**src/rtl/pipe_skid_stage_pkg.sv**
```systemverilog
// Shared widths, FSM encoding and entry layout for the skid pipeline stage.
// Included by pipe_skid_stage (optional perf counters under PIPE_SKID_PERF_EN).
package pipe_pkg;

   localparam int CTRL_W = 10;
   localparam int DATA_W = 32;
   localparam int NDATA  = 4;
   localparam int RN_W   = 5;

   typedef enum logic [1:0] {
      ST_EMPTY = 2'd0,
      ST_ONE   = 2'd1,
      ST_TWO   = 2'd2
   } state_t;

   typedef struct packed {
      logic [CTRL_W-1:0]       ctrl;
      logic [NDATA*DATA_W-1:0] data;
      logic [RN_W-1:0]         rn;
   } pipe_ent_t;

   function automatic logic [31:0] sat_inc(input logic [31:0] v);
      return (v == 32'hFFFF_FFFF) ? v : v + 32'd1;
   endfunction

endpackage

```
**src/rtl/pipe_skid_stage_if.sv**
```systemverilog
// Valid/ready bundle between two pipeline stages.
// master = upstream/downstream environment, slave = the stage itself.
interface pipe_skid_stage_if #(
   parameter int CTRL_W = pipe_pkg::CTRL_W,
   parameter int DATA_W = pipe_pkg::DATA_W,
   parameter int NDATA  = pipe_pkg::NDATA,
   parameter int RN_W   = pipe_pkg::RN_W
) ();

   logic                    in_valid;
   logic                    in_ready;
   logic [CTRL_W-1:0]       in_ctrl;
   logic [NDATA*DATA_W-1:0] in_data;
   logic [RN_W-1:0]         in_rn;
   logic                    out_valid;
   logic                    out_ready;
   logic [CTRL_W-1:0]       out_ctrl;
   logic [NDATA*DATA_W-1:0] out_data;
   logic [RN_W-1:0]         out_rn;

   modport master (
      output in_valid, in_ctrl, in_data, in_rn, out_ready,
      input  in_ready, out_valid, out_ctrl, out_data, out_rn
   );

   modport slave (
      input  in_valid, in_ctrl, in_data, in_rn, out_ready,
      output in_ready, out_valid, out_ctrl, out_data, out_rn
   );

endinterface

```
**src/rtl/pipe_skid_stage_slot.sv**
```systemverilog
// One entry register of the skid stage: load enable, async clear.
// Used for both the main and the skid slot.
module pipe_slot #(
   parameter int W = 8
) (
   input  logic         clock,
   input  logic         resetn,
   input  logic         load_i,
   input  logic [W-1:0] d_i,
   output logic [W-1:0] q_o
);

   logic [W-1:0] q_q;

   always_ff @(posedge clock or negedge resetn) begin
      if (!resetn) begin
         q_q <= '0;
      end else if (load_i) begin
         q_q <= d_i;
      end
   end

   assign q_o = q_q;

endmodule

```
**src/rtl/pipe_skid_stage.sv**
```systemverilog
// Inter-stage register with 1-entry skid slot, flush and registered in_ready.
// Define PIPE_SKID_PERF_EN to add saturating stall/bubble counters.
module pipe_skid_stage
   import pipe_pkg::*;
#(
   parameter int CTRL_W = pipe_pkg::CTRL_W,
   parameter int DATA_W = pipe_pkg::DATA_W,
   parameter int NDATA  = pipe_pkg::NDATA,
   parameter int RN_W   = pipe_pkg::RN_W
) (
   input  logic              clock,
   input  logic              resetn,
   input  logic              flush,
`ifdef PIPE_SKID_PERF_EN
   output logic [31:0]       stall_cnt,
   output logic [31:0]       bubble_cnt,
`endif
   pipe_skid_stage_if.slave  bus
);

   typedef struct packed {
      logic [CTRL_W-1:0]       ctrl;
      logic [NDATA*DATA_W-1:0] data;
      logic [RN_W-1:0]         rn;
   } ent_t;

   localparam int EW = $bits(ent_t);

   state_t state_q, state_d;
   ent_t   in_ent, main_d, main_q, skid_q;
   logic   main_ld, skid_ld, main_from_skid;
   logic   in_fire, out_fire, out_valid;

   assign out_valid = (state_q != ST_EMPTY);
   assign in_fire   = bus.in_valid & bus.in_ready;
   assign out_fire  = out_valid & bus.out_ready;

   assign in_ent.ctrl = bus.in_ctrl;
   assign in_ent.data = bus.in_data;
   assign in_ent.rn   = bus.in_rn;
   assign main_d      = main_from_skid ? skid_q : in_ent;

   always_ff @(posedge clock or negedge resetn) begin
      if (!resetn) begin
         state_q <= ST_EMPTY;
      end else begin
         state_q <= state_d;
      end
   end

   always_comb begin
      state_d        = state_q;
      main_ld        = 1'b0;
      skid_ld        = 1'b0;
      main_from_skid = 1'b0;
      unique case (state_q)
         ST_EMPTY: begin
            if (in_fire) begin
               main_ld = 1'b1;
               state_d = ST_ONE;
            end
         end
         ST_ONE: begin
            if (in_fire && out_fire) begin
               main_ld = 1'b1;
            end else if (in_fire) begin
               skid_ld = 1'b1;
               state_d = ST_TWO;
            end else if (out_fire) begin
               state_d = ST_EMPTY;
            end
         end
         ST_TWO: begin
            if (out_fire) begin
               main_ld        = 1'b1;
               main_from_skid = 1'b1;
               state_d        = ST_ONE;
            end
         end
         default: state_d = ST_EMPTY;
      endcase
      // flush drops everything, including an entry offered this cycle
      if (flush) begin
         state_d = ST_EMPTY;
         main_ld = 1'b0;
         skid_ld = 1'b0;
      end
   end

   pipe_slot #(.W(EW)) u_main (
      .clock  (clock),
      .resetn (resetn),
      .load_i (main_ld),
      .d_i    (main_d),
      .q_o    (main_q)
   );

   pipe_slot #(.W(EW)) u_skid (
      .clock  (clock),
      .resetn (resetn),
      .load_i (skid_ld),
      .d_i    (in_ent),
      .q_o    (skid_q)
   );

   assign bus.in_ready  = (state_q != ST_TWO);
   assign bus.out_valid = out_valid;
   assign bus.out_ctrl  = out_valid ? main_q.ctrl : '0;
   assign bus.out_rn    = out_valid ? main_q.rn : '0;
   assign bus.out_data  = main_q.data;

`ifdef PIPE_SKID_PERF_EN
   logic [31:0] stall_cnt_q, bubble_cnt_q;

   always_ff @(posedge clock or negedge resetn) begin
      if (!resetn) begin
         stall_cnt_q  <= '0;
         bubble_cnt_q <= '0;
      end else begin
         if (out_valid && !bus.out_ready) begin
            stall_cnt_q <= sat_inc(stall_cnt_q);
         end
         if (!out_valid && bus.out_ready) begin
            bubble_cnt_q <= sat_inc(bubble_cnt_q);
         end
      end
   end

   assign stall_cnt  = stall_cnt_q;
   assign bubble_cnt = bubble_cnt_q;
`endif

endmodule

```
**src/flat_wrapper.sv**
```systemverilog
// flat-port wrapper written by rule: the top's interface ports become plain ports
module pipe_skid_stage_flat import pipe_pkg::*;
#(
   parameter int CTRL_W = pipe_pkg::CTRL_W,
   parameter int DATA_W = pipe_pkg::DATA_W,
   parameter int NDATA  = pipe_pkg::NDATA,
   parameter int RN_W   = pipe_pkg::RN_W
)
  (clock, resetn, flush, bus_in_valid, bus_in_ctrl, bus_in_data, bus_in_rn, bus_out_ready, bus_in_ready, bus_out_valid, bus_out_ctrl, bus_out_data, bus_out_rn);
  pipe_skid_stage_if #(.CTRL_W(CTRL_W), .DATA_W(DATA_W), .NDATA(NDATA), .RN_W(RN_W)) bus_i ();
  input  logic clock;
  input  logic resetn;
  input  logic flush;
  input wire logic [$bits(bus_i.in_valid)-1:0] bus_in_valid;
  input wire logic [$bits(bus_i.in_ctrl)-1:0] bus_in_ctrl;
  input wire logic [$bits(bus_i.in_data)-1:0] bus_in_data;
  input wire logic [$bits(bus_i.in_rn)-1:0] bus_in_rn;
  input wire logic [$bits(bus_i.out_ready)-1:0] bus_out_ready;
  output wire logic [$bits(bus_i.in_ready)-1:0] bus_in_ready;
  output wire logic [$bits(bus_i.out_valid)-1:0] bus_out_valid;
  output wire logic [$bits(bus_i.out_ctrl)-1:0] bus_out_ctrl;
  output wire logic [$bits(bus_i.out_data)-1:0] bus_out_data;
  output wire logic [$bits(bus_i.out_rn)-1:0] bus_out_rn;
  assign bus_i.in_valid = bus_in_valid;
  assign bus_i.in_ctrl = bus_in_ctrl;
  assign bus_i.in_data = bus_in_data;
  assign bus_i.in_rn = bus_in_rn;
  assign bus_i.out_ready = bus_out_ready;
  assign bus_in_ready = bus_i.in_ready;
  assign bus_out_valid = bus_i.out_valid;
  assign bus_out_ctrl = bus_i.out_ctrl;
  assign bus_out_data = bus_i.out_data;
  assign bus_out_rn = bus_i.out_rn;
  pipe_skid_stage #(.CTRL_W(CTRL_W), .DATA_W(DATA_W), .NDATA(NDATA), .RN_W(RN_W)) u_core (.clock(clock), .resetn(resetn), .flush(flush), .bus(bus_i));
endmodule
```
**config.mk**
```make
export PLATFORM = sky130hd
export DESIGN_NAME = pipe_skid_stage_flat
export DESIGN_NICKNAME = d
export VERILOG_FILES = /design/src/rtl/pipe_skid_stage_pkg.sv /design/src/rtl/pipe_skid_stage_if.sv /design/src/rtl/pipe_skid_stage_slot.sv /design/src/rtl/pipe_skid_stage.sv /design/src/flat_wrapper.sv
export SDC_FILE = /design/constraint.sdc
export NUM_CORES = 1
export LEC_CHECK = 0
export BUFFER_PORTS_ARGS = -buffer_cell sky130_fd_sc_hd__buf_4
export CAP_MARGIN = 15
export CELL_PAD_IN_SITES_DETAIL_PLACEMENT = 1
export CELL_PAD_IN_SITES_GLOBAL_PLACEMENT = 2
export CORE_UTILIZATION = 42
export DETAILED_ROUTE_END_ITERATION = 10
export PLACE_DENSITY_LB_ADDON = 0.1
export SYNTH_ARGS = -nofsm -noshare
export SYNTH_HDL_FRONTEND = slang
export SYNTH_HIERARCHICAL = 1
export SYNTH_SLANG_ARGS = --single-unit
```
**constraint.sdc**
```tcl
create_clock -name clock -period 3.8 [get_ports clock]
set_clock_uncertainty 0.1 [all_clocks]
set_input_delay 0.76 -clock clock [delete_from_list [all_inputs] [get_ports clock]]
set_output_delay 0.76 -clock clock [all_outputs]
set_load 0.005 [all_outputs]
```
Yosys cells after proc, flatten, opt, wreduce, memory -nomap -nowiden
Index checks and enable logic that the tools add are counted.
{"block": "op_classes", "reduce_logical": 4, "bitwise": 2, "eq_ne": 7, "mux": 19}
{"op": "143-bit two-way mux", "n": 1}
{"op": "2-bit two-way mux", "n": 6}
{"op": "10-bit two-way mux", "n": 1}
{"op": "1-bit two-way mux", "n": 8}
{"op": "3-bit by 2-bit != test with 1-bit output (second input constant)", "n": 2}
{"op": "2-bit one-hot mux with 3 select lines", "n": 1}
{"op": "5-bit two-way mux", "n": 1}
{"op": "4-bit by 2-bit != test with 1-bit output (second input constant)", "n": 1}
{"op": "4-bit AND reduction", "n": 1}
{"op": "3-bit != test (second input constant)", "n": 1}
{"op": "1-bit one-hot mux with 3 select lines", "n": 1}
{"op": "1-bit AND", "n": 2}
{"op": "2-bit by 1-bit == test with 1-bit output (second input constant)", "n": 1}
{"op": "2-bit == test (second input constant)", "n": 1}
{"op": "2-bit zero test", "n": 1}
{"op": "2-bit != test (second input constant)", "n": 1}
{"op": "2-bit nonzero test", "n": 1}
{"op": "1-bit logical AND", "n": 1}
{"block": "totals", "out_inout_bits": 145, "regBits": 288, "elab_cells": 35}

Logic depth before layout (Yosys ltp)
{"block": "logic_depth", "ltp_word": 7, "mapped_depth": 7, "mapped_depth_nobuf": 4}

Hierarchy
Netlist, hierarchy kept.
{"mod": "pipe_slot", "n_inst": 2, "cells_each": 302, "seq_area_each_um2": 3578.4, "area_per_inst_um2": 5587.9}
{"mod": "pipe_skid_stage", "n_inst": 1, "cells_each": 191, "seq_area_each_um2": 50.0, "area_per_inst_um2": 2259.7}

Least setup slack after synthesis
OpenSTA, ideal clock, no wires.
{"block": "synth_path", "path_type": "in2reg", "start": "input bus_in_valid", "end": "register u_core.u_main.q_q[100] (netlist: u_core/u_main/q_o[100])", "stages": 7, "slack_ns": 1.630, "required_ns": 3.575, "arrival_time_ns": 1.945, "path_cell_list": "nor2b_1 -> o21bai_1 -> a21oi_1 -> buf_6 -> buf_6 -> buf_6 -> mux2_4"}
{"block": "synth_via", "elab_chain_cells": 5}
{"item": "start, declared", "line_no": "flat_wrapper.sv:14", "source": "input wire logic [$bits(bus_i.in_valid)-1:0] bus_in_valid;"}
{"item": "1-bit AND (*)", "line_no": "pipe_skid_stage.sv:35", "source": "assign in_fire = bus.in_valid & bus.in_ready;"}
{"item": "1-bit logical AND", "line_no": "pipe_skid_stage.sv:64", "source": "if (in_fire && out_fire) begin"}
{"item": "1-bit two-way mux", "line_no": "pipe_skid_stage.sv:64"}
{"item": "1-bit one-hot mux with 3 select lines (*)", "line_no": "pipe_skid_stage.sv:56", "source": "unique case (state_q)"}
{"item": "1-bit two-way mux (*)", "line_no": "pipe_skid_stage.sv:83", "source": "if (flush) begin"}
{"item": "net u_core.main_ld", "line_no": "pipe_skid_stage.sv:31", "source": "logic main_ld, skid_ld, main_from_skid;"}
{"item": "end signal, assigned", "line_no": "pipe_skid_stage_slot.sv:19", "source": "q_q <= d_i;"}
{"item": "end, declared", "line_no": "pipe_skid_stage_slot.sv:13", "source": "logic [W-1:0] q_q;"}
Mark *: on every way through the listed nets, which the timed path passes. The rest lies on a longest branch.
A chain may end at the register's enable or synchronous reset.

Final worst setup path
{"block": "layout_path", "start": "register u_core.state_q[0]", "end": "output bus_out_ctrl[8]"}
{"block": "layout_via", "elab_chain_cells": 2}
{"item": "start, declared", "line_no": "pipe_skid_stage.sv:29", "source": "state_t state_q, state_d;"}
{"item": "start signal, assigned", "line_no": "pipe_skid_stage.sv:47", "source": "state_q <= state_d;"}
{"item": "2-bit nonzero test", "line_no": "pipe_skid_stage.sv:34", "source": "assign out_valid = (state_q != ST_EMPTY);"}
{"item": "10-bit two-way mux", "line_no": "pipe_skid_stage.sv:108", "source": "assign bus.out_ctrl = out_valid ? main_q.ctrl : '0;"}
{"item": "end, declared", "line_no": "flat_wrapper.sv:21", "source": "output wire logic [$bits(bus_i.out_ctrl)-1:0] bus_out_ctrl;"}
No other way between the ends.

==> impl_results.md <==
- Syn_area_per_cell: 16.9 um^2
- FF/Latch Area: between 7000 and 8000 um^2
- Area contributors post-synth: dfrtp_1 (54%), mux2_4 (23%), mux2_2 (18%), buf_6 (1.6%), buf_2 (0.82%)
- CTS clock-pin slew for the worst setup and hold paths: about 0.06 ns
- RR Endpoint: u_core/u_main/q_o[36]$_DFFE_PN0P_
- Fin crit share: 0.627
- Setup slack, reg-to-reg: approximately 1.5 ns
- Clock Latency Late Sink: ~0.5 ns
- Post-CTS Resized: 0
- Leak: approximately 8.1 nW
- Area of the multi-input gates: 5810 um^2
- Antenna cells: 0
- DRT Wirelength: between 30000 and 40000 um
- Status: complete, no violations
- Sequential power share: 0.449
- Gate power share: 0.212
- Pin count of the biggest net entering global routing: 101
- Clock Power Share: 0.339
- Crit. End Element: output pin
- CTS tree: done
- DIE AREA: roughly 33000 um^2
- Worst-margin pin slew: ~0.84 ns
- Die width: around 180 um
- Worst-path maximum fanout: 16
- Sw Share: 0.241
- RD Place Congestion: 0.708
- Port-buffer cells: between 200 and 300
- Drt pass-1 iters: 4
- Root buffer cell: clkbuf_16
- PD cells: between 500 and 600 nW/um^2
- Max-slew violation count: 0
- Cells after Synth: about 800
- Dpl cells: 1455
- Layout area overhead: 26.9%
- Final ANT Viol Nets: 0
- Post-Layout Cell Count: ~1500
- FP Rows: 65
- Most frequent cells in the layout: buf_4 (297), dfrtp_1 (288), mux2_2 (219)
- H-tree depth: 2
- Initial antenna violation count: 1
- Critical path required time: a little under 3 ns
- Wirelength per Cell: approximately 20 um
- Yosys cell types: 20
- Post-route minimum period: 2.38 ns
- Hold WC Path Type: in2async
- Worst Setup Path Type: reg2out
- Startpoint Class: flop
- HPWL Detailed: about 19000 um
- Worst r2r src: u_core/state_q[1]$_DFFE_PN0P_
- Share of cells above drive strength 1: 0.709
- Via density: roughly 5.0
- Switching pwr: between 2 and 2.5 mW
- Internal Power: approximately 7 mW
- Fin worst setup slack: approximately 1.4 ns
- Most common cell after layout, fill and taps aside: buf_4
- Synth area leader: dfrtp_1
- Setup TNS: 0 ns
- Cell count of the worst reg-to-reg path: 5
- Detailed Route Iter0 Violations: around 220
- Yosys warns: 6
- Cts bufs inserted: 34
- Relative slew slack: 0.443
- Vias in the first global route: roughly 8300
- Hold_buf cts: 0
- Post-CTS Setup Bufs: 0
- Clk buf depth: 3
- First-pass GRT wire length: 48000 um
- Synth Cell Area: ~13000 um^2
- Worst vdd ir: approximately 0.28 mV
- Gr ovfl total: 0
- Post-Syn Nets: around 940
- Die Ht: ~180 um
- Fin util: 0.542
- Max Clk Rate: approximately 420 MHz
- Synth top area share: 0.536
- Clock Sinks: 288
- Core area: 31500 um^2
- I/O Pins: 293
- Post-route DRC: 0
- Worst EP arrival: around 1.5 ns
- FF+latch count, synth: ~290
- GRT Total Usage: 0.186
- Hold Violations, Final: 0
- Post-Place Worst Slack: about 1.2 ns
- Final setup fails: 0
- DR vias: between 7000 and 8000
- Unrepaired setup endpoints after global routing: false
- Number of max-cap violations: 0
- # fillers: a little over 3000
- Starting Density: 0.427
- Nets: about 1200
- Sequential area share after synthesis: 0.536
## how the worst max path moves through the flow
stage / slack (ns) / depth (start not counted) / startpoint / endpoint
3_3_place_gp: 1.19 / 6 / bus_in_valid / u_core/u_main/q_o[36]$_DFFE_PN0P_
6_report: 1.42 / 4 / u_core/state_q[0]$_DFFE_PN0P_ / bus_out_ctrl[8]
2_1_floorplan: 1.63 / 7 / bus_in_valid / u_core/u_main/q_o[100]$_DFFE_PN0P_
3_5_place_dp: 1.17 / 6 / bus_in_valid / u_core/u_main/q_o[33]$_DFFE_PN0P_
4_1_cts: 1.37 / 4 / u_core/state_q[0]$_DFFE_PN0P_ / bus_out_ctrl[8]
5_1_grt: 1.31 / 4 / u_core/state_q[0]$_DFFE_PN0P_ / bus_out_ctrl[8]
## area by class of cell
class | instances | share of cell area
tap | 402 | 0.0295
timing repair buffer | 307 | 0.142
clock inverter | 7 | 0.00367
clock buffer | 52 | 0.0611
inverter | 1 | 0.000220
sequential | 288 | 0.423
multi-input combinational | 457 | 0.341
## per-layer routing
| metal | GRT usage | wire length [um] | part of all wire | vias to the layer above |
|---|---|---|---|---|
| li1 | - | - | - | 3436 |
| met1 | 0.245 | 12800 | 0.43 | 3907 |
| met2 | 0.291 | 14200 | 0.47 | 205 |
| met3 | 0.0641 | 2430 | 0.081 | 47 |
| met4 | 0.0506 | 616 | 0.020 | 2 |
| met5 | 0 | 12 | 0.00040 | - |
## per-stage QoR
stage | total power, mW | hold slack [ns] | area (um^2)
final | 9.46 | 0.176 | 17100
after global routing | 9.95 | 0.241 | 17100
after CTS | 9.62 | 0.246 | 17100
after detailed placement | 6.32 | 0.388 | 15900
after global placement | 6.23 | 0.382 | 15900
after floorplan | 5.36 | 0.364 | 13400
## cell families (layout without fill, tap and decap cells)
group	Yosys count	after routing	share of synthesized area
AOI/OAI and AO/OA	4	4	0.00196
buffers and inverters	50	367	0.0325
DFF	288	288	0.536
muxes	429	429	0.418
and+or+nand+nor	24	24	0.0109
## worst max-delay path: stages (launching register included)
cell and delay (ns):
dfrtp_1 0.43, nor2_1 0.12, buf_4 0.23, nor2b_1 0.08, buf_4 0.14
## power by group through the flow
| stage | Combinational [mW] | Clock (mW) | Sequential [mW] |
|---|---|---|---|
| global route | 2.17 | 3.43 | 4.35 |
| CTS | 2.04 | 3.32 | 4.25 |
| global placement | 1.99 | 0 | 4.25 |
| floorplan | 1.16 | 0 | 4.21 |
| finish | 2.01 | 3.21 | 4.25 |
| detailed placement | 2.03 | 0 | 4.29 |
## state kept, by name (all words and copies together), names as in the netlist
signal and cells:
u_core/u_main/q_o 143, u_core/u_skid/q_o 143, u_core/state_q 2
## Yosys cell counts
cell      number
buf_6         19
nand2_1        2
buf_8          7
buf_2         22
mux2_2       219
o21bai_1       1
a211oi_1       1
a21oi_1        1
dfrtp_1      288
or4b_1         1
nor2b_1       16
nand3b_1       1
a31oi_1        1
nand2b_1       1
and2_1         1
nor3_1         1
mux2_4       210
clkbuf_1       1
inv_1          1
nor2_1         1
No activity file was read; power rests on OpenSTA's default activity.
